[src/rtl/fetch_pkg.sv]
// fetch_pkg: shared types and constants for the instruction fetch slice.
// Holds the fetch FSM encoding, the pc step, the default reset pc and the
// 64-bit buffer entry layout (pc in the upper half, instruction in the lower).
package fetch_pkg;

    typedef enum logic [1:0] {
        FETCH = 2'b00,
        FULL  = 2'b01,
        HALT  = 2'b10
    } fetch_state_e;

    localparam logic [31:0] PC_INCREMENT     = 32'd4;
    localparam logic [31:0] DEFAULT_RESET_PC = 32'h0000_0000;

    typedef struct packed {
        logic [31:0] pc;
        logic [31:0] inst;
    } buf_entry_t;

    // Memory control works in words, so the byte pc drops its two low bits.
    function automatic logic [31:0] wordAddress(input logic [31:0] byteAddr);
        return byteAddr >> 2;
    endfunction

endpackage

[src/rtl/fetch_buffer.sv]
// fetch_buffer: small synchronous FIFO holding fetched {pc, instruction} pairs.
// DEPTH must be a power of two (2 or 4) so the pointers wrap naturally.
// flush empties the FIFO and wins over a same-cycle push or pop.
module fetch_buffer
    import fetch_pkg::*;
#(
    parameter int DEPTH   = 2,
    parameter int COUNT_W = $clog2(DEPTH + 1)
) (
    input  logic               clk,
    input  logic               rst_n,
    input  logic               push_i,
    input  logic               pop_i,
    input  logic               flush_i,
    input  buf_entry_t         wdata_i,
    output buf_entry_t         rdata_o,
    output logic [COUNT_W-1:0] count_o,
    output logic               full_o,
    output logic               empty_o
);

    localparam int PTR_W = $clog2(DEPTH);
    localparam logic [COUNT_W-1:0] COUNT_MAX = COUNT_W'(DEPTH);

    logic [PTR_W-1:0]   wrPtr_q, wrPtr_d;
    logic [PTR_W-1:0]   rdPtr_q, rdPtr_d;
    logic [COUNT_W-1:0] count_q, count_d;
    buf_entry_t         mem_q [DEPTH];

    logic doPush;
    logic doPop;

    // Qualify push/pop against occupancy and compute the next pointers and count.
    always_comb begin
        doPush  = push_i && !flush_i && ((count_q != COUNT_MAX) || pop_i);
        doPop   = pop_i && !flush_i && (count_q != '0);
        wrPtr_d = wrPtr_q;
        rdPtr_d = rdPtr_q;
        count_d = count_q;
        if (flush_i) begin
            wrPtr_d = '0;
            rdPtr_d = '0;
            count_d = '0;
        end else begin
            if (doPush) begin
                wrPtr_d = wrPtr_q + PTR_W'(1);
            end
            if (doPop) begin
                rdPtr_d = rdPtr_q + PTR_W'(1);
            end
            if (doPush && !doPop) begin
                count_d = count_q + COUNT_W'(1);
            end else if (!doPush && doPop) begin
                count_d = count_q - COUNT_W'(1);
            end
        end
    end

    // Pointer and occupancy registers; reset leaves the FIFO empty.
    always_ff @(posedge clk or negedge rst_n) begin
        if (!rst_n) begin
            wrPtr_q <= '0;
            rdPtr_q <= '0;
            count_q <= '0;
        end else begin
            wrPtr_q <= wrPtr_d;
            rdPtr_q <= rdPtr_d;
            count_q <= count_d;
        end
    end

    // Entry storage needs no reset: an entry is only read after it was written.
    always_ff @(posedge clk) begin
        if (doPush) begin
            mem_q[wrPtr_q] <= wdata_i;
        end
    end

    // Head entry and status flags seen by the fetch control.
    always_comb begin
        rdata_o = mem_q[rdPtr_q];
        count_o = count_q;
        full_o  = (count_q == COUNT_MAX);
        empty_o = (count_q == '0);
    end

endmodule

[src/rtl/fetch_unit.sv]
// fetch_unit: instruction fetch front end with a small decoupling buffer.
// At most one memory read is outstanding; each response is tagged with a 1-bit
// epoch so that a redirect silently discards any word still in flight.
// Optional feature: define FETCH_MISALIGN_TRAP_EN to halt on a misaligned
// redirect and expose the sticky misalign_trap output. Without it the low two
// bits of redirect_pc are dropped.
module fetch_unit
    import fetch_pkg::*;
#(
    parameter logic [31:0] RESET_PC  = DEFAULT_RESET_PC,
    parameter int          BUF_DEPTH = 2
) (
    input  logic        clk,
    input  logic        rst_n,
    output logic [31:0] mem_address,
    output logic        mem_op_if,
    input  logic        mem_wait_if,
    input  logic [31:0] mem_data,
    input  logic        redirect_valid,
    input  logic [31:0] redirect_pc,
    output logic        inst_valid,
    input  logic        inst_ready,
    output logic [31:0] inst_data,
    output logic [31:0] inst_pc
`ifdef FETCH_MISALIGN_TRAP_EN
    ,
    output logic        misalign_trap
`endif
);

    localparam int COUNT_W = $clog2(BUF_DEPTH + 1);
    localparam logic [COUNT_W:0] DEPTH_LIMIT = (COUNT_W + 1)'(BUF_DEPTH);

    fetch_state_e state_q, state_d;
    logic [31:0]  pc_q, pc_d;
    logic         inFlight_q, inFlight_d;
    logic         flightEpoch_q, flightEpoch_d;
    logic         epoch_q, epoch_d;

    logic               takeRedirect;
    logic               misalignRedirect;
    logic [31:0]        redirectTarget;
    logic               liveResponse;
    logic               bufPush;
    logic               bufPop;
    logic               bufFlush;
    logic [31:0]        fetchPc;
    logic [COUNT_W:0]   nextCount;
    logic               issueReq;
    logic [COUNT_W-1:0] bufCount;
    logic               bufFull;
    logic               bufEmpty;
    buf_entry_t         pushEntry;
    buf_entry_t         headEntry;

    // Datapath decisions for this cycle: redirect, response capture, pop and request issue.
    always_comb begin
`ifdef FETCH_MISALIGN_TRAP_EN
        misalignRedirect = redirect_valid && (redirect_pc[1:0] != 2'b00);
`else
        misalignRedirect = 1'b0;
`endif
        redirectTarget = redirect_pc & ~32'h0000_0003;
        takeRedirect   = redirect_valid && (state_q != HALT);
        liveResponse   = inFlight_q && (flightEpoch_q == epoch_q);
        bufPop         = !bufEmpty && inst_ready;
        bufPush        = liveResponse && !mem_wait_if && !takeRedirect
                         && (state_q != HALT) && (!bufFull || bufPop);
        bufFlush       = takeRedirect;
        pushEntry      = '{pc: pc_q, inst: mem_data};
        fetchPc        = bufPush ? (pc_q + PC_INCREMENT) : pc_q;
        nextCount      = {1'b0, bufCount}
                         + {{COUNT_W{1'b0}}, bufPush}
                         - {{COUNT_W{1'b0}}, bufPop};
        issueReq       = rst_n && (state_q == FETCH) && (nextCount < DEPTH_LIMIT);
    end

    // Next-state logic for the fetch FSM, pc, in-flight tracking and epoch.
    always_comb begin
        state_d       = state_q;
        pc_d          = pc_q;
        inFlight_d    = issueReq;
        flightEpoch_d = epoch_q;
        epoch_d       = epoch_q;
        if (bufPush) begin
            pc_d = pc_q + PC_INCREMENT;
        end
        case (state_q)
            FETCH: begin
                if (nextCount == DEPTH_LIMIT) begin
                    state_d = FULL;
                end
            end
            FULL: begin
                if (bufPop) begin
                    state_d = FETCH;
                end
            end
            HALT: begin
                state_d = HALT;
            end
            default: begin
                state_d = FETCH;
            end
        endcase
        if (takeRedirect) begin
            epoch_d = ~epoch_q;
            pc_d    = redirectTarget;
            state_d = misalignRedirect ? HALT : FETCH;
        end
    end

    // Control state registers; reset discards any response still in flight.
    always_ff @(posedge clk or negedge rst_n) begin
        if (!rst_n) begin
            state_q       <= FETCH;
            pc_q          <= RESET_PC;
            inFlight_q    <= 1'b0;
            flightEpoch_q <= 1'b0;
            epoch_q       <= 1'b0;
        end else begin
            state_q       <= state_d;
            pc_q          <= pc_d;
            inFlight_q    <= inFlight_d;
            flightEpoch_q <= flightEpoch_d;
            epoch_q       <= epoch_d;
        end
    end

    fetch_buffer #(
        .DEPTH (BUF_DEPTH)
    ) uBuffer (
        .clk     (clk),
        .rst_n   (rst_n),
        .push_i  (bufPush),
        .pop_i   (bufPop),
        .flush_i (bufFlush),
        .wdata_i (pushEntry),
        .rdata_o (headEntry),
        .count_o (bufCount),
        .full_o  (bufFull),
        .empty_o (bufEmpty)
    );

    // Outputs; the head is forced to zero whenever nothing valid is presented.
    always_comb begin
        mem_op_if   = issueReq;
        mem_address = wordAddress(fetchPc);
        inst_valid  = !bufEmpty;
        inst_data   = bufEmpty ? 32'h0 : headEntry.inst;
        inst_pc     = bufEmpty ? 32'h0 : headEntry.pc;
    end

`ifdef FETCH_MISALIGN_TRAP_EN
    logic trap_q, trap_d;

    // Sticky trap flag, cleared only by reset.
    always_comb begin
        trap_d = trap_q | (takeRedirect & misalignRedirect);
    end

    // Trap flag register.
    always_ff @(posedge clk or negedge rst_n) begin
        if (!rst_n) begin
            trap_q <= 1'b0;
        end else begin
            trap_q <= trap_d;
        end
    end

    assign misalign_trap = trap_q;
`endif

endmodule
[config.mk]
export PLATFORM = sky130hd
export DESIGN_NAME = fetch_unit
export DESIGN_NICKNAME = d
export VERILOG_FILES = /design/src/rtl/fetch_pkg.sv /design/src/rtl/fetch_buffer.sv /design/src/rtl/fetch_unit.sv
export SDC_FILE = /design/constraint.sdc
export NUM_CORES = 1
export LEC_CHECK = 0
export ABC_AREA = 1
export ABC_CLOCK_PERIOD_IN_PS = 5800
export CORE_UTILIZATION = 27
export CTS_CLUSTER_SIZE = 25
export DETAILED_ROUTE_END_ITERATION = 10
export GPL_TIMING_DRIVEN = 0
export PLACE_DENSITY = 0.47
export SETUP_SLACK_MARGIN = 0.2
export SYNTH_ARGS = -nofsm -noshare
export SYNTH_HDL_FRONTEND = slang
export SYNTH_SLANG_ARGS = --single-unit
[constraint.sdc]
create_clock -name clk -period 5.8 [get_ports clk]
set_clock_uncertainty 0.15 [all_clocks]
set_input_delay 1.16 -clock clk [delete_from_list [all_inputs] [get_ports clk]]
set_output_delay 1.16 -clock clk [all_outputs]
set_load 0.03 [all_outputs]
## After elaboration in Yosys (flattened, before gate mapping)

Memory sizes are Yosys's and may differ from the RTL's.
Index checks and enable logic that the tools add are counted.

- Output and inout port bits: 98
- Input port bits: 69
- Bits in latches: 0
- RAM bits: 128
- Flip-flop bits (word level): 41
- Memories kept: 1
- Bits in read-only memories: 0

Memories:

| name | depth | bits a word | read ports | clocked after Yosys merged registers in | wr ports | line | RTL |
|---|---|---|---|---|---|---|---|
| uBuffer.mem_q | 2 | 64 | 1 | 0 | 1 | fetch_buffer.sv:28 | `buf_entry_t mem_q [DEPTH];` |

- Shifts and indexed selects: 0
- Div/mod/pow operators: 0
- Reduce and logical (&&, ||, !) cells: 31
- Add/sub/neg operators: 7
- Order comparisons: 1
- Muxes and demuxes: 17
- Multiply operators: 0
- Eq/ne operators: 9
- Bitwise operators: 1

Operators by type and width:

| kind | count |
|---|---|
| 32-bit two-way mux | 4 |
| 32-bit by 3-bit adder with 32-bit output, second input constant | 1 |
| 1-bit logical AND | 15 |
| 2-bit two-way mux | 6 |
| 2-bit nonzero test | 4 |
| 1-bit zero test | 6 |
| 1-bit two-way mux | 6 |
| 3-bit by 1-bit != test with 1-bit output, second input constant | 2 |
| 2-bit case mux with 3 select lines | 1 |
| 2-bit == test, second input constant | 2 |
| 2-bit zero test | 2 |
| 2-bit != test, second input constant | 2 |
| 2-bit by 1-bit adder with 3-bit output | 1 |
| 3-bit by 2-bit == test with 1-bit output, second input constant | 1 |
| 3-bit by 2-bit < comparator with 1-bit output, second input constant | 1 |
| 3-bit nonzero test | 1 |
| 3-bit by 1-bit subtractor with 3-bit output | 1 |
| 1-bit adder, second input constant | 2 |
| 2-bit by 1-bit adder with 2-bit output, second input constant | 1 |
| 2-bit by 1-bit == test with 1-bit output, second input constant | 1 |
| 1-bit logical OR | 2 |
| 2-bit AND reduction | 1 |
| 2-bit by 1-bit subtractor with 2-bit output, second input constant | 1 |
| 1-bit == test | 1 |
| 1-bit inverter | 1 |

## Depth between registers and ports, before layout

Gate-level depths: netlist of run 1.

- Word-level depth: 13
- Gate-level depth with buffers: 12

## By module

A second synthesis of run 1 with hierarchy kept.

- Cells, all modules: 910
- Area, all modules: 7941.4 µm²

By module, submodules not included:

| module | cells an instance | area an instance (µm²) | instances |
|---|---|---|---|
| fetch_buffer | 372 | 4887.2 | 1 |
| fetch_unit | 538 | 3054.2 | 1 |

## Worst setup path before layout of run 1

No wires, ideal clock.

- Path kind: input port to flip-flop
- Start: in mem_wait_if
- End: mem uBuffer.mem_q[1][0] (netlist bit) (enable)
- Data arrival time: 4.377 ns
- Data required time: 5.166 ns
- Stages on the path: 6
- Buffers on the path: 1
- Library setup time: 0.484 ns
- Setup slack: 0.789 ns
- Cells stage by stage: nor2_1 nand2_1 nor2_1 nand2_4 buf_6 nor2_1

- Longest elaborated chain between the ends: 9

Ends and longest elaborated chain:

| element | line | RTL |
|---|---|---|
| start: declaration | fetch_unit.sv:17 | `input logic mem_wait_if,` |
| 1-bit zero test | fetch_unit.sv:67 | `bufPush = liveResponse && !mem_wait_if && !takeRedirect` |
| 1-bit logical AND (2 in series) | fetch_unit.sv:67 |  |
| 1-bit logical AND (2 in series) | fetch_unit.sv:68 | `&& (state_q != HALT) && (!bufFull \|\| bufPop);` |
| 1-bit logical AND (2 in series) | fetch_buffer.sv:35 | `doPush = push_i && !flush_i && ((count_q != COUNT_MAX) \|\| pop_i);` |
| 1-bit two-way mux | fetch_buffer.sv:74 | `if (doPush) begin` |
| 1-bit two-way mux (not written as such) | fetch_buffer.sv:75 | `mem_q[wrPtr_q] <= wdata_i;` |
| end: declaration | fetch_buffer.sv:28 |  |

No other way between the ends.

## Worst setup path in the final report of run 1

- Start: in inst_ready
- End: out mem_op_if

- Longest elaborated chain between the ends: 7

Ends and longest elaborated chain:

| element | line | RTL |
|---|---|---|
| start: declaration | fetch_unit.sv:22 | `input logic inst_ready,` |
| 1-bit logical AND (*) | fetch_unit.sv:66 | `bufPop = !bufEmpty && inst_ready;` |
| 1-bit logical OR | fetch_unit.sv:68 |  |
| 1-bit logical AND | fetch_unit.sv:68 |  |
| 2-bit by 1-bit adder with 3-bit output | fetch_unit.sv:73 | `+ {{COUNT_W{1'b0}}, bufPush}` |
| 3-bit by 1-bit subtractor with 3-bit output (*) | fetch_unit.sv:74 | `- {{COUNT_W{1'b0}}, bufPop};` |
| 3-bit by 2-bit < comparator with 1-bit output (*) | fetch_unit.sv:75 | `issueReq = rst_n && (state_q == FETCH) && (nextCount < DEPTH_LIMIT);` |
| 1-bit logical AND (*) | fetch_unit.sv:75 |  |
| end: declaration | fetch_unit.sv:16 | `output logic mem_op_if,` |

Mark *: on every way between the ends. The rest lies on a longest branch, timed or not.

==> run_results.csv, run 1 <==
group,metric,value,unit
setup_path,worst_r2r_path_depth,9,
power,share_seq_of_total_power,36.2,%
placement,hpwlAfterDp,14600,um
grt,grt_util_all_layers,14.7,%
yosys,yosys_warnings,0,
setup_path,r2r-end,"state_q[0]$_DFFE_PN0P_",
route,initial_drt_pass_iterations,5,
grt,pin_count_of_the_biggest_net_entering_global_routing,36,
setup_path,cp.required,4490,ps
timing,maximum_clock_rate,0.190,GHz
route,routed_via_density,4.35,
power,p_clk_share,28.0,%
power,cell_internal_pwr,2430,uW
hold_path,whs_endpoint,"flightEpoch_q$_DFF_PN0_",
cts,clock-sinks,163,
route,wirelength_met1,9560,um
timing,slew-limit-headroom,57.8,%
cells_and_area,commonest_cells_after_routing_fill_and_taps_aside,"sky130_fd_sc_hd__nand2_1 (301), sky130_fd_sc_hd__clkdlybuf4s50_1 (159), sky130_fd_sc_hd__edfxtp_1 (124), sky130_fd_sc_hd__a21oi_1 (63), sky130_fd_sc_hd__nor2_1 (47)",
timing,finalWorstSetupSlack,537,ps
grt,grt_pass1_vias,5547,
hold_path,min_path_type,"register to register",
yosys,synth_cell_types,36,
yosys,synth_sequential_area_ratio,63.2,%
power,pwr-share-comb,35.8,%
cts,tritoncts,"built",
timing,fin_hold_ws,296,ps
cts,cts-htree-levels,4,
cts,cts_root_buffer,"sky130_fd_sc_hd__clkbuf_16",
route,route.final.wire_length,20200,um
floorplan,floorplan.initialDensity,27.5,%
grt,grt_antenna_before_repair,0,
placement,numPortBuffers,160,
timing,report.final.slew_viol_count,0,
route,highest_layer_used_for_signal_routing,"met4",
placement,globalplace.congestion,0.810,
hold_path,holdCritStartpoint,"epoch_q$_DFFE_PN0P_",
timing,worst_max_slew_pin_slew,634,ps
cells_and_area,fraction_of_final_layout_cells_sized_beyond_drive_strength_1,8.31,%
setup_path,worst_setup_path_end_kind,"output port",
yosys,synth-edff-count,124,
power,switching_share,36.2,%
floorplan,dieArea,28200,um2
cts,postCtsHoldBufs,0,
yosys,mappedNetlistArea,7440,um2
timing,setup_violations,0,
timing,period_share,90.7,%
setup_path,cp_slowest_cell,"sky130_fd_sc_hd__clkdlybuf4s50_1",
floorplan,chipWidth,168,um
cts,post-cts-setup-buffers,0,
route,detailed_routed_wire_length_on_met2,9510,um
route,route.detailed.drc,0,
floorplan,ios,167,
cells_and_area,nNetsFinal,1023,
yosys,synth_async_sr_flop_share,23.9,%
floorplan,core_rows,60,
cts,clkLatencyLatePin,420,ps
setup_path,crit_path_class,"input pin to output port",
cells_and_area,mostFrequentLayoutCell,"sky130_fd_sc_hd__nand2_1",
hold_path,min_path_cells,0,
yosys,postSynthRegisterBits,163,
cells_and_area,antennaDiodeCount,0,
outcome,outcome,"finished, final reports clean",
setup_path,timing.critical_path.slowest_cell_delay,710,ps
cts,clock_path_buffers,2,
power,vdd_drop_max,0.141,mV
route,wl_per_cell,15.5,um
setup_path,cp_top_family,"buffers and inverters",
cts,clkTransAtPathRegs,70,ps
setup_path,reg2reg_slack,2930,ps
timing,rsz0062_at_grt,"no",
floorplan,chipHeight,168,um
grt,grt_first_pass_wirelength,31400,um
placement,dp_worst_setup_slack,525,ps
job,drv_cap,0,
setup_path,cp_max_fo,10,
yosys,synth_area_per_cell,9.75,um2
cells_and_area,fillers,2706,
setup_path,critical_path.reg2reg.startpoint,"uBuffer.count_o[1]$_DFFE_PN0P_",
power,switching_power,1380,uW
power,power_leakage,0.00390,uW
cts,cts-buffers-inserted,17,
cts,cts-resized-gates,0,
floorplan,floorplan.core_area,27000,um2
setup_path,cp_cell_sequence,"clkdlybuf4s50_1, inv_1, nand3_1, nand2_2, nor2_8, buf_2, ha_1, fa_1, inv_1, nand3_1, nor2_1, clkdlybuf4s50_1",
route,postRouteAntennaNets,0,
setup_path,worst_setup_path_start_kind,"input pin",
yosys,netlist_instances,763,
yosys,synth_top_flop_cell,"sky130_fd_sc_hd__edfxtp_1",
cells_and_area,synthToLayoutAreaGrowth,36.4,%
route,initialDrtViolationCount,320,
grt,grt_overflow_total,0,
timing,report.final.hold_viol_count,0,
power,power.density,376,nW/um2
timing,period_minus_slack,5260,ps
setup_path,timing.critical_path.buf_inv,5,
setup_path,critical_path_data_arrival_time,3950,ps
route,wl_met3,899,um
route,vias,5674,
[state kept, by name, summed over array words and instances, names as in the netlist]
name / flops
uBuffer.count_o: 2
epoch_q: 1
state_q: 2
inFlight_q: 1
flightEpoch_q: 1
uBuffer.mem_q: 124
uBuffer.wrPtr_q: 1
pc_q: 30
uBuffer.rdPtr_q: 1
[final cells by class]
type	count	area (um2)	share of cell area, %
timing repair buffer	165	1700	16.7
tap	341	427	4.20
sequential	163	4700	46.3
buffer	34	163	1.60
clock inverter	11	101	0.998
multi-input combinational	522	2430	23.9
clock buffer	21	460	4.54
inverter	47	176	1.74
[kinds of logic (layout without fill, tap and decap cells)]
group           count (synthesis)  after routing  synth area share (%)
compound gates                 80             80                  5.55
flops                         163            163                  63.2
simple gates                  420            420                  23.8
other cells                     1              4                0.0504
buf+inv                        81            278                  4.56
fa+ha+maj                       4              4                 0.774
xor+xnor                       14             14                  2.15
[routing by layer]
metal / global-route usage, % / vias to the layer above
met1: 20.1 / 2619
met5: 0 / -
li1: - / 2875
met3: 2.59 / 11
met4: 3.79 / 0
met2: 24.1 / 169
[worst max-delay path by stage]
stage	start	to	cells after the start
after detailed placement	inst_ready	mem_op_if	12
after CTS	inst_ready	mem_op_if	12
after global routing	mem_wait_if	mem_op_if	13
final	inst_ready	mem_op_if	12
after global placement	inst_ready	uBuffer.mem_q[1][16]$_DFFE_PP_	8
after floorplan	mem_wait_if	uBuffer.mem_q[1][0]$_DFFE_PP_	6
[power groups by stage]
stage | combinational [uW] | sequential [uW] | clock, uW
2_1_floorplan | 799 | 1390 | 0
3_3_place_gp | 1380 | 1410 | 0
3_5_place_dp | 1390 | 1410 | 0
4_1_cts | 1390 | 1380 | 1110
5_1_grt | 1480 | 1390 | 1150
6_report | 1370 | 1380 | 1070
[per-stage QoR]
stage	TNS [ps]	util, %	power [uW]	std cells	area (um2)
final	0	37.6	3820	1304	10200
after global routing	0	37.6	4030	1304	10200
after CTS	0	37.6	3880	1304	10200
after detailed placement	0	35.5	2790	1272	9590
after global placement	-196450	35.1	2790	1267	9480
after floorplan	0	-	2190	766	7450
[Yosys cell counts (all sizes together), types with 6 or more instances]
cell / n / area (um2)
nand2: 308 / 1180
edfxtp: 124 / 3720
a21oi: 63 / 315
nor2: 61 / 298
inv: 47 / 176
dfrtp: 39 / 976
nand3: 25 / 130
clkbuf: 20 / 75.1
buf: 14 / 87.6
nand4: 11 / 68.8
o21ai: 11 / 55.1
xor2: 8 / 92.6
and2: 7 / 43.8
xnor2: 6 / 67.6
Note: power is estimated with default switching activity, not from simulation.
==> run 2: changes to the inputs <==
--- a/config.mk
+++ b/config.mk
@@ -7,6 +7,7 @@
 export LEC_CHECK = 0
 export ABC_AREA = 1
 export ABC_CLOCK_PERIOD_IN_PS = 5800
+export CORE_ASPECT_RATIO = 0.7
 export CORE_UTILIZATION = 27
 export CTS_CLUSTER_SIZE = 25
 export DETAILED_ROUTE_END_ITERATION = 10
==> run 2 against run 1 <==
Against the previous run: flip-flop and latch count is the same; core utilization grew 0.33 points; worst setup slack lost 83 ps; non-clock buffer count is the same; combinational power is essentially flat; clock power is essentially flat; final area grew 0.41%; global-route usage grew 0.84 points; die area is essentially flat; via count shrank 0.39%; critical endpoint unchanged.
==> run_results.csv, run 2 (synthesis gave the netlist of run 1 again) <==
group,metric,value,unit
setup_path,cp.required,4490,ps
timing,rsz0062_at_grt,"no",
floorplan,dieArea,28200,um2
cts,clock_path_buffers,2,
cells_and_area,count_of_placed_standard_cells_in_the_final_layout_fillers_left_out,1326,
floorplan,chipWidth,200,um
setup_path,crit_path_class,"input pin to output port",
timing,final.setup.tns,0,ps
timing,finalWorstSetupSlack,454,ps
placement,numPortBuffers,160,
cells_and_area,antennaDiodeCount,0,
route,wl_per_cell,16.2,um
timing,maximum_clock_rate,0.187,GHz
setup_path,worst_setup_path_end_kind,"output port",
cells_and_area,largest_register_ff_count,124,
timing,worst_max_slew_pin_slew,692,ps
power,pwr-share-comb,35.6,%
setup_path,critical_path_data_arrival_time,4040,ps
cts,post-cts-setup-buffers,0,
route,route.detailed.drc,0,
grt,grt_util_all_layers,15.6,%
floorplan,floorplan.core_area,26900,um2
hold_path,whs_endpoint,"flightEpoch_q$_DFF_PN0_",
power,cell_internal_pwr,2420,uW
hold_path,min_path_type,"register to register",
setup_path,worst_r2r_path_depth,9,
grt,grt_first_pass_wirelength,32600,um
cts,cts-htree-levels,4,
floorplan,ios,167,
route,postRouteAntennaNets,0,
power,vdd_drop_max,0.188,mV
floorplan,floorplan.initialDensity,27.7,%
cts,cts-resized-gates,0,
cts,tritoncts,"built",
timing,period_share,92.2,%
power,share_seq_of_total_power,35.9,%
hold_path,min_path_cells,0,
floorplan,chipHeight,141,um
timing,setup_violations,0,
cts,cts_root_buffer,"sky130_fd_sc_hd__clkbuf_16",
job,drv_cap,0,
cells_and_area,synthToLayoutAreaGrowth,37.0,%
cts,postCtsHoldBufs,0,
route,route.final.wire_length,21500,um
timing,slew-limit-headroom,53.8,%
placement,hpwlAfterDp,15500,um
cells_and_area,fraction_of_final_layout_cells_sized_beyond_drive_strength_1,8.42,%
setup_path,critical_path.reg2reg.startpoint,"uBuffer.count_o[1]$_DFFE_PN0P_",
cts,cts-buffers-inserted,17,
cells_and_area,nNetsFinal,1023,
placement,placed_area,9630,um2
cells_and_area,final_design_area_no_fill,10200,um2
placement,dp_cells,1295,
cells_and_area,fillers,2714,
power,power_leakage,0.00389,uW
power,p_clk_share,28.6,%
power,switching_share,37.3,%
setup_path,reg2reg_slack,2850,ps
grt,grt_overflow_total,0,
cells_and_area,utilization,37.9,%
grt,grt_antenna_before_repair,0,
setup_path,cp_max_fo,10,
power,power.density,379,nW/um2
power,switching_power,1440,uW
timing,report.final.hold_viol_count,0,
route,initial_drt_pass_iterations,5,
floorplan,core_rows,50,
cells_and_area,commonest_cells_after_routing_fill_and_taps_aside,"sky130_fd_sc_hd__nand2_1 (301), sky130_fd_sc_hd__clkdlybuf4s50_1 (159), sky130_fd_sc_hd__edfxtp_1 (124), sky130_fd_sc_hd__a21oi_1 (63), sky130_fd_sc_hd__nor2_1 (47)",
placement,globalplace.congestion,0.805,
route,vias,5652,
cts,clock-sinks,163,
hold_path,holdCritStartpoint,"epoch_q$_DFFE_PN0P_",
setup_path,worst_setup_path_start_kind,"input pin",
setup_path,r2r-end,"state_q[0]$_DFFE_PN0P_",
cells_and_area,mostFrequentLayoutCell,"sky130_fd_sc_hd__nand2_1",
timing,period_minus_slack,5350,ps
cts,clkLatencyLatePin,430,ps
cells_and_area,layout_top_registers,"uBuffer.mem_q: 124 flops, pc_q: 30 flops",
grt,pin_count_of_the_biggest_net_entering_global_routing,30,
outcome,outcome,"finished, final reports clean",
timing,report.final.slew_viol_count,0,
cells_and_area,top_register,"uBuffer.mem_q",
cts,clkTransAtPathRegs,70,ps
route,routed_via_density,4.26,
placement,dp_worst_setup_slack,458,ps
grt,grt_pass1_vias,5328,
route,initialDrtViolationCount,376,
run 2: changes by cell type in the layout (fill, tap and decap cells not counted), sizes merged:
cell | before | now
clkbuf | 41 | 37
clkinv | 7 | 3
inv | 50 | 54
clkinvlp | 0 | 3
run 2: power groups by stage:
stage          clock network [uW]  logic (uW)  registers (uW)
6_report                     1100        1370            1380
2_1_floorplan                   0         799            1390
3_3_place_gp                    0        1380            1410
3_5_place_dp                    0        1390            1410
5_1_grt                      1180        1480            1390
4_1_cts                      1130        1400            1380
run 2: worst max-delay path, stage by stage:
cell and delay [ps]:
sky130_fd_sc_hd__clkdlybuf4s50_1 460, sky130_fd_sc_hd__inv_1 70, sky130_fd_sc_hd__nand3_1 100, sky130_fd_sc_hd__nand2_2 110
sky130_fd_sc_hd__nor2_8 170, sky130_fd_sc_hd__buf_2 270, sky130_fd_sc_hd__ha_1 210, sky130_fd_sc_hd__fa_1 420
sky130_fd_sc_hd__inv_1 90, sky130_fd_sc_hd__nand3_1 80, sky130_fd_sc_hd__nor2_1 190, sky130_fd_sc_hd__clkdlybuf4s50_1 710
run 2: routing by layer:
| metal | GRT usage, % | part of all wire, % | vias up |
|---|---|---|---|
| li1 | - | - | 2878 |
| met1 | 22.9 | 51 | 2625 |
| met3 | 3.47 | 4.8 | 13 |
| met2 | 22.9 | 43 | 136 |
| met4 | 4.10 | 0.80 | 0 |
| met5 | 0 | 0 | - |
run 2: final cells by class:
type	instances	area (um2)	share of cell area, %
multi-input combinational	522	2430	23.8
timing repair buffer	165	1700	16.7
tap	364	455	4.47
clock buffer	17	425	4.17
inverter	47	176	1.73
clock inverter	14	141	1.39
buffer	34	163	1.60
sequential	163	4700	46.1
run 2: worst max-delay path by stage:
| stage | from | to | depth (start not counted) |
|---|---|---|---|
| finish | inst_ready | mem_op_if | 12 |
| CTS | inst_ready | mem_op_if | 12 |
| detailed placement | inst_ready | mem_op_if | 12 |
| global route | mem_wait_if | mem_op_if | 13 |
| floorplan | mem_wait_if | uBuffer.mem_q[1][0]$_DFFE_PP_ | 6 |
| global placement | mem_wait_if | uBuffer.mem_q[1][27]$_DFFE_PP_ | 7 |
run 2: per-stage QoR:
step	hold slack, ps	power [uW]
floorplan	244	2190
global placement	278	2790
detailed placement	265	2800
CTS	285	3910
global route	307	4050
finish	281	3860
==> run 3: changes to the inputs <==
--- a/config.mk
+++ b/config.mk
@@ -11,9 +11,11 @@
 export CORE_UTILIZATION = 27
 export CTS_CLUSTER_SIZE = 25
 export DETAILED_ROUTE_END_ITERATION = 10
+export GPL_ROUTABILITY_DRIVEN = 0
 export GPL_TIMING_DRIVEN = 0
 export PLACE_DENSITY = 0.47
 export SETUP_SLACK_MARGIN = 0.2
+export SLEW_MARGIN = 0
 export SYNTH_ARGS = -nofsm -noshare
 export SYNTH_HDL_FRONTEND = slang
 export SYNTH_SLANG_ARGS = --single-unit
==> results of run 3 <==
No change in the layout: final DEF, timing and power equal those of run 2.
